`src/rtl/decode_stage_param.sv`:
```
// Decode stage: register file with write-through bypass, bounded return-address
// stack with sticky error flags, and a programmable-length NOP bubble generator.
module decode_stage_param #(
   parameter int          DATA_W        = 8,
   parameter int          PC_W          = 12,
   parameter int          STACK_DEPTH   = 8,
   parameter int          BUBBLE_CYCLES = 1,
   parameter logic [18:0] NOP_INSTR     = {6'b111101, 13'd0}
) (
   input  logic              clk,
   input  logic              rst,
   input  logic [18:0]       instruction,
   input  logic              sstall,
   input  logic              ctrl_stall,
   output logic [18:0]       ctrl_instr,
   output logic              bubble_active,
   input  logic              push,
   input  logic              pop,
   input  logic              r2_sel,
   input  logic              reg_write,
   input  logic [2:0]        write_address,
   input  logic [DATA_W-1:0] write_data,
   output logic [2:0]        r1_address,
   output logic [2:0]        r2_address,
   output logic [DATA_W-1:0] read_data1,
   output logic [DATA_W-1:0] read_data2,
   output logic [2:0]        dest,
   output logic [2:0]        shift_count,
   output logic [7:0]        const_disp,
   input  logic [PC_W-1:0]   stack_in,
   output logic [PC_W-1:0]   stack_out,
   output logic              stack_full,
   output logic              stack_empty,
   output logic              stack_overflow,
   output logic              stack_underflow
);

   localparam int BC_W = $clog2(BUBBLE_CYCLES + 1);
   localparam int SP_W = $clog2(STACK_DEPTH + 1);
   localparam int AW   = $clog2(STACK_DEPTH);

   logic [BC_W-1:0]   r_bcnt_p1;
   logic [DATA_W-1:0] r_regs [8];
   logic [PC_W-1:0]   r_mem [STACK_DEPTH];
   logic [SP_W-1:0]   r_sp;
   logic              r_ovf;
   logic              r_unf;

   logic [AW-1:0]     w_top_idx;
   logic [AW-1:0]     w_mem_idx;
   logic              w_mem_we;
   logic              w_full;
   logic              w_empty;

   // Stage boundary: stall request registered into the bubble counter (reload, not add)
   always_ff @(posedge clk) begin
      if (rst)
         r_bcnt_p1 <= '0;
      else if (ctrl_stall)
         r_bcnt_p1 <= BC_W'(BUBBLE_CYCLES);
      else if (r_bcnt_p1 != '0)
         r_bcnt_p1 <= r_bcnt_p1 - 1'b1;
   end

   assign bubble_active = (r_bcnt_p1 != '0);
   assign ctrl_instr    = (sstall || bubble_active) ? NOP_INSTR : instruction;

   assign dest        = instruction[13:11];
   assign shift_count = instruction[7:5];
   assign const_disp  = instruction[7:0];
   assign r1_address  = instruction[10:8];
   assign r2_address  = r2_sel ? instruction[13:11] : instruction[7:5];

   always_ff @(posedge clk) begin
      if (rst) begin
         for (int i = 0; i < 8; i++)
            r_regs[i] <= '0;
      end else if (reg_write) begin
         r_regs[write_address] <= write_data;
      end
   end

   assign read_data1 = (reg_write && write_address == r1_address) ? write_data : r_regs[r1_address];
   assign read_data2 = (reg_write && write_address == r2_address) ? write_data : r_regs[r2_address];

   assign w_full    = (r_sp == SP_W'(STACK_DEPTH));
   assign w_empty   = (r_sp == '0);
   assign w_top_idx = AW'(r_sp - 1'b1);

   // Push+pop on a non-empty stack rewrites the top; on an empty stack it is a plain push.
   always_comb begin
      w_mem_we  = 1'b0;
      w_mem_idx = '0;
      if (!rst && push) begin
         if (pop && !w_empty) begin
            w_mem_we  = 1'b1;
            w_mem_idx = w_top_idx;
         end else if (!w_full) begin
            w_mem_we  = 1'b1;
            w_mem_idx = AW'(r_sp);
         end
      end
   end

   always_ff @(posedge clk) begin
      if (w_mem_we)
         r_mem[w_mem_idx] <= stack_in;
   end

   always_ff @(posedge clk) begin
      if (rst) begin
         r_sp  <= '0;
         r_ovf <= 1'b0;
         r_unf <= 1'b0;
      end else if (push && pop) begin
         if (w_empty)
            r_sp <= SP_W'(1);
      end else if (push) begin
         if (w_full)
            r_ovf <= 1'b1;
         else
            r_sp <= r_sp + 1'b1;
      end else if (pop) begin
         if (w_empty)
            r_unf <= 1'b1;
         else
            r_sp <= r_sp - 1'b1;
      end
   end

   assign stack_out       = w_empty ? '0 : r_mem[w_top_idx];
   assign stack_full      = w_full;
   assign stack_empty     = w_empty;
   assign stack_overflow  = r_ovf;
   assign stack_underflow = r_unf;

endmodule

```
`config.mk`:
```
export PLATFORM = sky130hd
export DESIGN_NAME = decode_stage_param
export DESIGN_NICKNAME = d
export VERILOG_FILES = /design/src/rtl/decode_stage_param.sv
export SDC_FILE = /design/constraint.sdc
export NUM_CORES = 1
export LEC_CHECK = 0
export ABC_AREA = 0
export CAP_MARGIN = 20
export CORE_UTILIZATION = 55
export DETAILED_ROUTE_END_ITERATION = 7
export PLACE_DENSITY = 0.8
export SYNTH_ARGS = -nofsm -noshare
export SYNTH_HDL_FRONTEND = slang
export SYNTH_SLANG_ARGS = --single-unit
export TNS_END_PERCENT = 50
```
`constraint.sdc`:
```
create_clock -name clk -period 4.5 [get_ports clk]
set_clock_uncertainty 0.2 [all_clocks]
set_input_delay 0.675 -clock clk [delete_from_list [all_inputs] [get_ports clk]]
set_output_delay 0.675 -clock clk [all_outputs]
set_load 0.005 [all_outputs]
```
# == Word-level counts from Yosys, hierarchy flattened ==
# Memories as Yosys holds them, arrays and structs flattened.
# Cells that the tools add are included.
# totals
regBits,7
ramBits,160
input_bits,50
output_inout_bits,72
n_memories,2
# classes
add_sub_neg,3
eq_ne,6
mux,29
bitwise,2
reduce_logical,14
# mem_list
name,depth,word_bits,read_ports,rd_clocked_by_memory_dff,write_ports,line_no,source
r_mem,8,12,1,0,1,44,logic [PC_W-1:0] r_mem [STACK_DEPTH];
r_regs,8,8,2,0,8,43,logic [DATA_W-1:0] r_regs [8];
# ops
operator,n
2-to-1 mux 4 bit,6
2-to-1 mux 8 bit,3
2-to-1 mux 19 bit,1
2-to-1 mux 3 bit,5
2-to-1 mux 1 bit,13
2-to-1 mux 12 bit,1
AND reduction 4 bit,2
OR reduction 8 bit,1
== test 3 bit,2
"!= test 3 x 2 -> 1 bit, second input constant",2
logical AND 1 bit,5
"adder 4 x 1 -> 4 bit, second input constant",1
"== test 4 bit, second input constant",1
logical NOT 4 bit,1
"subtractor 4 x 1 -> 4 bit, second input constant",1
AND reduction 3 bit,1
nonzero test 3 bit,1
logical NOT 1 bit,2
"!= test 2 bit, second input constant",1
inverter 1 bit,2
logical OR 1 bit,1
"subtractor 1 bit, second input constant",1

# == Longest topological paths before layout ==
# logic_depth
ltp_word,7
depth_mapped,11
mapped_depth_nobuf,7

# == Worst setup path after synthesis ==
# Ideal clock, no wire load.
# synth_path
path_kind,register to register
start,register r_sp[0]
end,memory r_mem[6][0] (enable)
setup_ns,0.396
arrival_ns,2.871
slack_ns,1.033
path_stages_with_launch,10
path_buffers,4
period_less_slack_ns,3.467
cell_sequence,dfxtp_1 -> buf_2 -> buf_2 -> inv_1 -> ha_1 -> buf_2 -> buf_1 -> a2bb2oi_1 -> or2_2 -> nor3_1
# synth_between
elab_chain_cells,7
# synth_lines
item,line_no,source
from (decl),45,logic [SP_W-1:0] r_sp;
from (signal assigned),122,r_sp <= r_sp + 1'b1;
from (signal assigned),127,r_sp <= r_sp - 1'b1;
logical NOT 4 bit,87,assign w_empty = (r_sp == '0);
logical NOT 1 bit,95,if (pop && !w_empty) begin
logical AND 1 bit,95,
2-to-1 mux 1 bit,95,
2-to-1 mux 1 bit,94,if (!rst && push) begin
2-to-1 mux 1 bit,106,if (w_mem_we)
2-to-1 mux 1 bit (not written as such),107,r_mem[w_mem_idx] <= stack_in;
to (decl),44,
# Parallel ways exist; a longest one is shown, timed or not.

# == Final worst setup path ==
# layout_path
start,register r_sp[0]
end,output port stack_out[5]
# layout_between
elab_chain_cells,3
# layout_lines
item,line_no,source
subtractor 4 x 1 -> 4 bit,n/a,
memory (8 x 12 bit),n/a,
2-to-1 mux 12 bit *,131,assign stack_out = w_empty ? '0 : r_mem[w_top_idx];
to (decl),31,"output logic [PC_W-1:0] stack_out,"
# Mark *: on every way between the ends. The rest lies on a longest branch, timed or not.

==> results_dict.tcl <==
set metrics [dict create \
    result_of_the_run "completed" \
    max_slew_margin_pct 33.69 \
    dp_hpwl_um 16270 \
    setup.worst_path.start_class "register" \
    netlist-cell-type-count 68 \
    layout.nets 862 \
    drive_gt1_share_pct 15.43 \
    max-vdd-ir-drop_v 0.0004370 \
    critical_path_peak_fanout 14 \
    postSynthAreaPerCell_um2 12.45 \
    yosys-top-cells-area "sky130_fd_sc_hd__edfxtp_1 54%, sky130_fd_sc_hd__mux4_2 10%, sky130_fd_sc_hd__and2_1 5.4%" \
    end_kind "output pin" \
    synth_top_cell_area_share_pct 54.27 \
    power.density_cell_area_nw_per_um2 386.6 \
    post-route-worst-setup-slack_ns 0.1921 \
    grt_overflow 0 \
    yosys_most_used_dff "sky130_fd_sc_hd__edfxtp_1" \
    drtAntennaViolNets 0 \
    timing.final.crit_period_ns 4.308 \
    timing.hold.worst.class "register to register" \
    initial_core_util_pct 56.14 \
    crit_path_max_incr_delay_ns 0.85 \
    grt_pass1_vias 6254 \
    critical_path.reg2reg.startpoint "r_sp[1]" \
    power.leakage_nw 3.643 \
    cts-htree-levels 4 \
    placed_cells_incl_taps 1007 \
    routed_wl_um 23240 \
    floorplan_row_count 46 \
    crit_family "simple AND/OR/NAND/NOR gates" \
    die_width_um 128.9 \
    worst_ep_arrival_time_ns 3.43 \
    synthesis.instances 711 \
    fp.dieArea_um2 16610 \
    cp_num_buf_inv 2 \
    worst_pin_slew_ns 0.9940 \
    totalNegativeSetupSlack_ns 0 \
    clock_sink_count 167 \
    post-synth-top-area-cell "sky130_fd_sc_hd__edfxtp_1" \
    postCtsSetupBuffers 0 \
    drt-pass1-iter-count 5 \
    setup_violations 0 \
    floorplan.core_area_um2 15770 \
    post_synthesis_instance_area_um2 8853 \
    post_drt_wl_per_cell_um 22.36 \
    rrSetupSlack_ns 0.87 \
    ys_seq_elements 167 \
    ys_async_sr_fraction_pct 0 \
    cts_tree "built" \
    final_area_um2 10750 \
    global_route_wire_length_before_repair_um 35150 \
    finalHoldViolCount 0 \
    fmax_ghz 0.2321 \
    crit_required_ns 3.62 \
    yosysWarningCount 0 \
    grt_setup_unrepaired "no" \
    avgViaCountPerCell 6.174 \
    maxCapViolations 0 \
    count_of_cells_along_the_worst_register_to_register_path 7 \
    dr.first_iter.drc_count 498 \
    antenna_found_initial 0 \
    clk_root_buffer_cell "sky130_fd_sc_hd__clkbuf_16" \
    layout.cells.most_common "sky130_fd_sc_hd__edfxtp_1" \
    cts_hold_buf 0 \
    instance_count_along_the_most_critical_hold_path 2 \
    globalplace.congestion 0.9434 \
    reg2reg_to "r_mem[0][11]" \
    design.portCount 122 \
    post-route-drc-count 0 \
    crit_path_cell_trace "inv_1 -> ha_1 -> and2_0 -> a221oi_1 -> a31oi_1 -> clkdlybuf4s50_1" \
    cts_resized 0 \
    pre_cts_ws_ns 0.2582 \
    port_buffers 121 \
    area_growth_syn_to_layout_pct 21.47 \
    timing_max_transition_violations_final 0 \
    slowest_cell_on_the_critical_path "sky130_fd_sc_hd__and2_0" \
    final_cells 1039 \
    layout_worst_path_cycle_share_pct 95.73 \
    synth_enable_flop_cells 160 \
    vias 6415 \
    clock_path_buffers 2 \
    path_class "register to output pin" \
    yosysSeqAreaShare_pct 55.85 \
    final_cell_mix "160 x sky130_fd_sc_hd__edfxtp_1, 121 x sky130_fd_sc_hd__clkdlybuf4s50_1, 76 x sky130_fd_sc_hd__and2_1" \
    worst_setup_hold_path_clk_slew_ns 0.06 \
    report.power.total_mw 4.158 \
    clock_latency_ns 0.43 \
    pin_count_of_the_biggest_net_entering_global_routing 34 \
    diodes 0 \
    min-delay-start "stack_underflow" \
    clock_buffers_created_by_tritoncts 17 \
    post-route-util_pct 68.19 \
    placement.cell_area_um2 10170 \
    worst_hold_path.endpoint "stack_underflow" \
    finalHoldWorstSlack_ns 0.2811 \
    all_layer_global_routing_usage_pct 29.23 \
    synthesis.nets 763 \
    die_h_um 128.9 \
]
cells by family after synthesis:
| kind of cell | synth area share, % |
|---|---|
| fa+ha+maj | 0.3957 |
| simple gates | 14.88 |
| xor+xnor | 0.5936 |
| flops | 55.85 |
| compound gates | 11.80 |
| buf+inv | 4.621 |
| mux | 11.86 |
flip-flops by register name, summed over array words and instances (netlist names):
| name | flops |
|---|---|
| r_mem | 96 |
| r_sp | 4 |
| r_regs | 64 |
| bubble_active | 1 |
| stack_underflow | 1 |
| stack_overflow | 1 |
worst max path at each step:
| stage | from | end | slack [ns] | depth (start not counted) |
|---|---|---|---|---|
| 2_1_floorplan | r_sp[0] | r_mem[6][0] | 1.03 | 9 |
| 3_3_place_gp | r2_sel | read_data2[4] | 0.32 | 7 |
| 3_5_place_dp | r2_sel | read_data2[6] | 0.26 | 7 |
| 4_1_cts | r_sp[0] | stack_out[5] | 0.23 | 6 |
| 5_1_grt | r2_sel | read_data2[6] | 0.1 | 7 |
| 6_report | r_sp[0] | stack_out[5] | 0.19 | 6 |
cells in the mapped netlist, types with 9 or more instances:
library cell / n
sky130_fd_sc_hd__or3_1: 13
sky130_fd_sc_hd__nor3_1: 15
sky130_fd_sc_hd__buf_4: 19
sky130_fd_sc_hd__edfxtp_1: 160
sky130_fd_sc_hd__nor2_1: 75
sky130_fd_sc_hd__a31oi_1: 20
sky130_fd_sc_hd__clkbuf_1: 25
sky130_fd_sc_hd__mux4_2: 40
sky130_fd_sc_hd__nand2_1: 41
sky130_fd_sc_hd__o21ai_0: 25
sky130_fd_sc_hd__a21oi_1: 20
sky130_fd_sc_hd__or2_2: 9
sky130_fd_sc_hd__buf_2: 18
sky130_fd_sc_hd__mux2i_1: 9
sky130_fd_sc_hd__o211ai_1: 15
sky130_fd_sc_hd__a221oi_1: 13
sky130_fd_sc_hd__and2_1: 76
sky130_fd_sc_hd__o21a_1: 15
metal layers:
layer  up-vias  GRT usage, %  routed length (um)
met1      3117         36.17                9031
met3        63         5.405                1688
met5         -             0                   0
li1       2893             -                   -
met2       342         50.40               11810
met4         0         12.73                 704
layout make-up:
| cell class | count | area [um2] |
|---|---|---|
| fillers | 1111 | 5016 |
| flip-flops and latches | 167 | 4946 |
| multi-input cells | 468 | 3510 |
| repair buffers | 148 | 1414 |
| clock buffers | 17 | 425.4 |
| well taps | 216 | 270.3 |
| clock inverters | 15 | 152.6 |
| inverters | 8 | 36.28 |
power by group:
part | leakage (nW) | switching, mW | internal (mW)
clock | 0.282 | 0.654 | 0.739
combinational | 1.82 | 0.490 | 0.458
sequential | 1.54 | 0.0461 | 1.77
total | 3.64 | 1.19 | 2.97
tightest hold or removal path: stages, from the launching register on:
cell and delay [ns]:
sky130_fd_sc_hd__dfxtp_1 0.33, sky130_fd_sc_hd__a21oi_1 0.04, sky130_fd_sc_hd__nor2_1 0.08
Note: power is estimated with default switching activity, not from simulation.
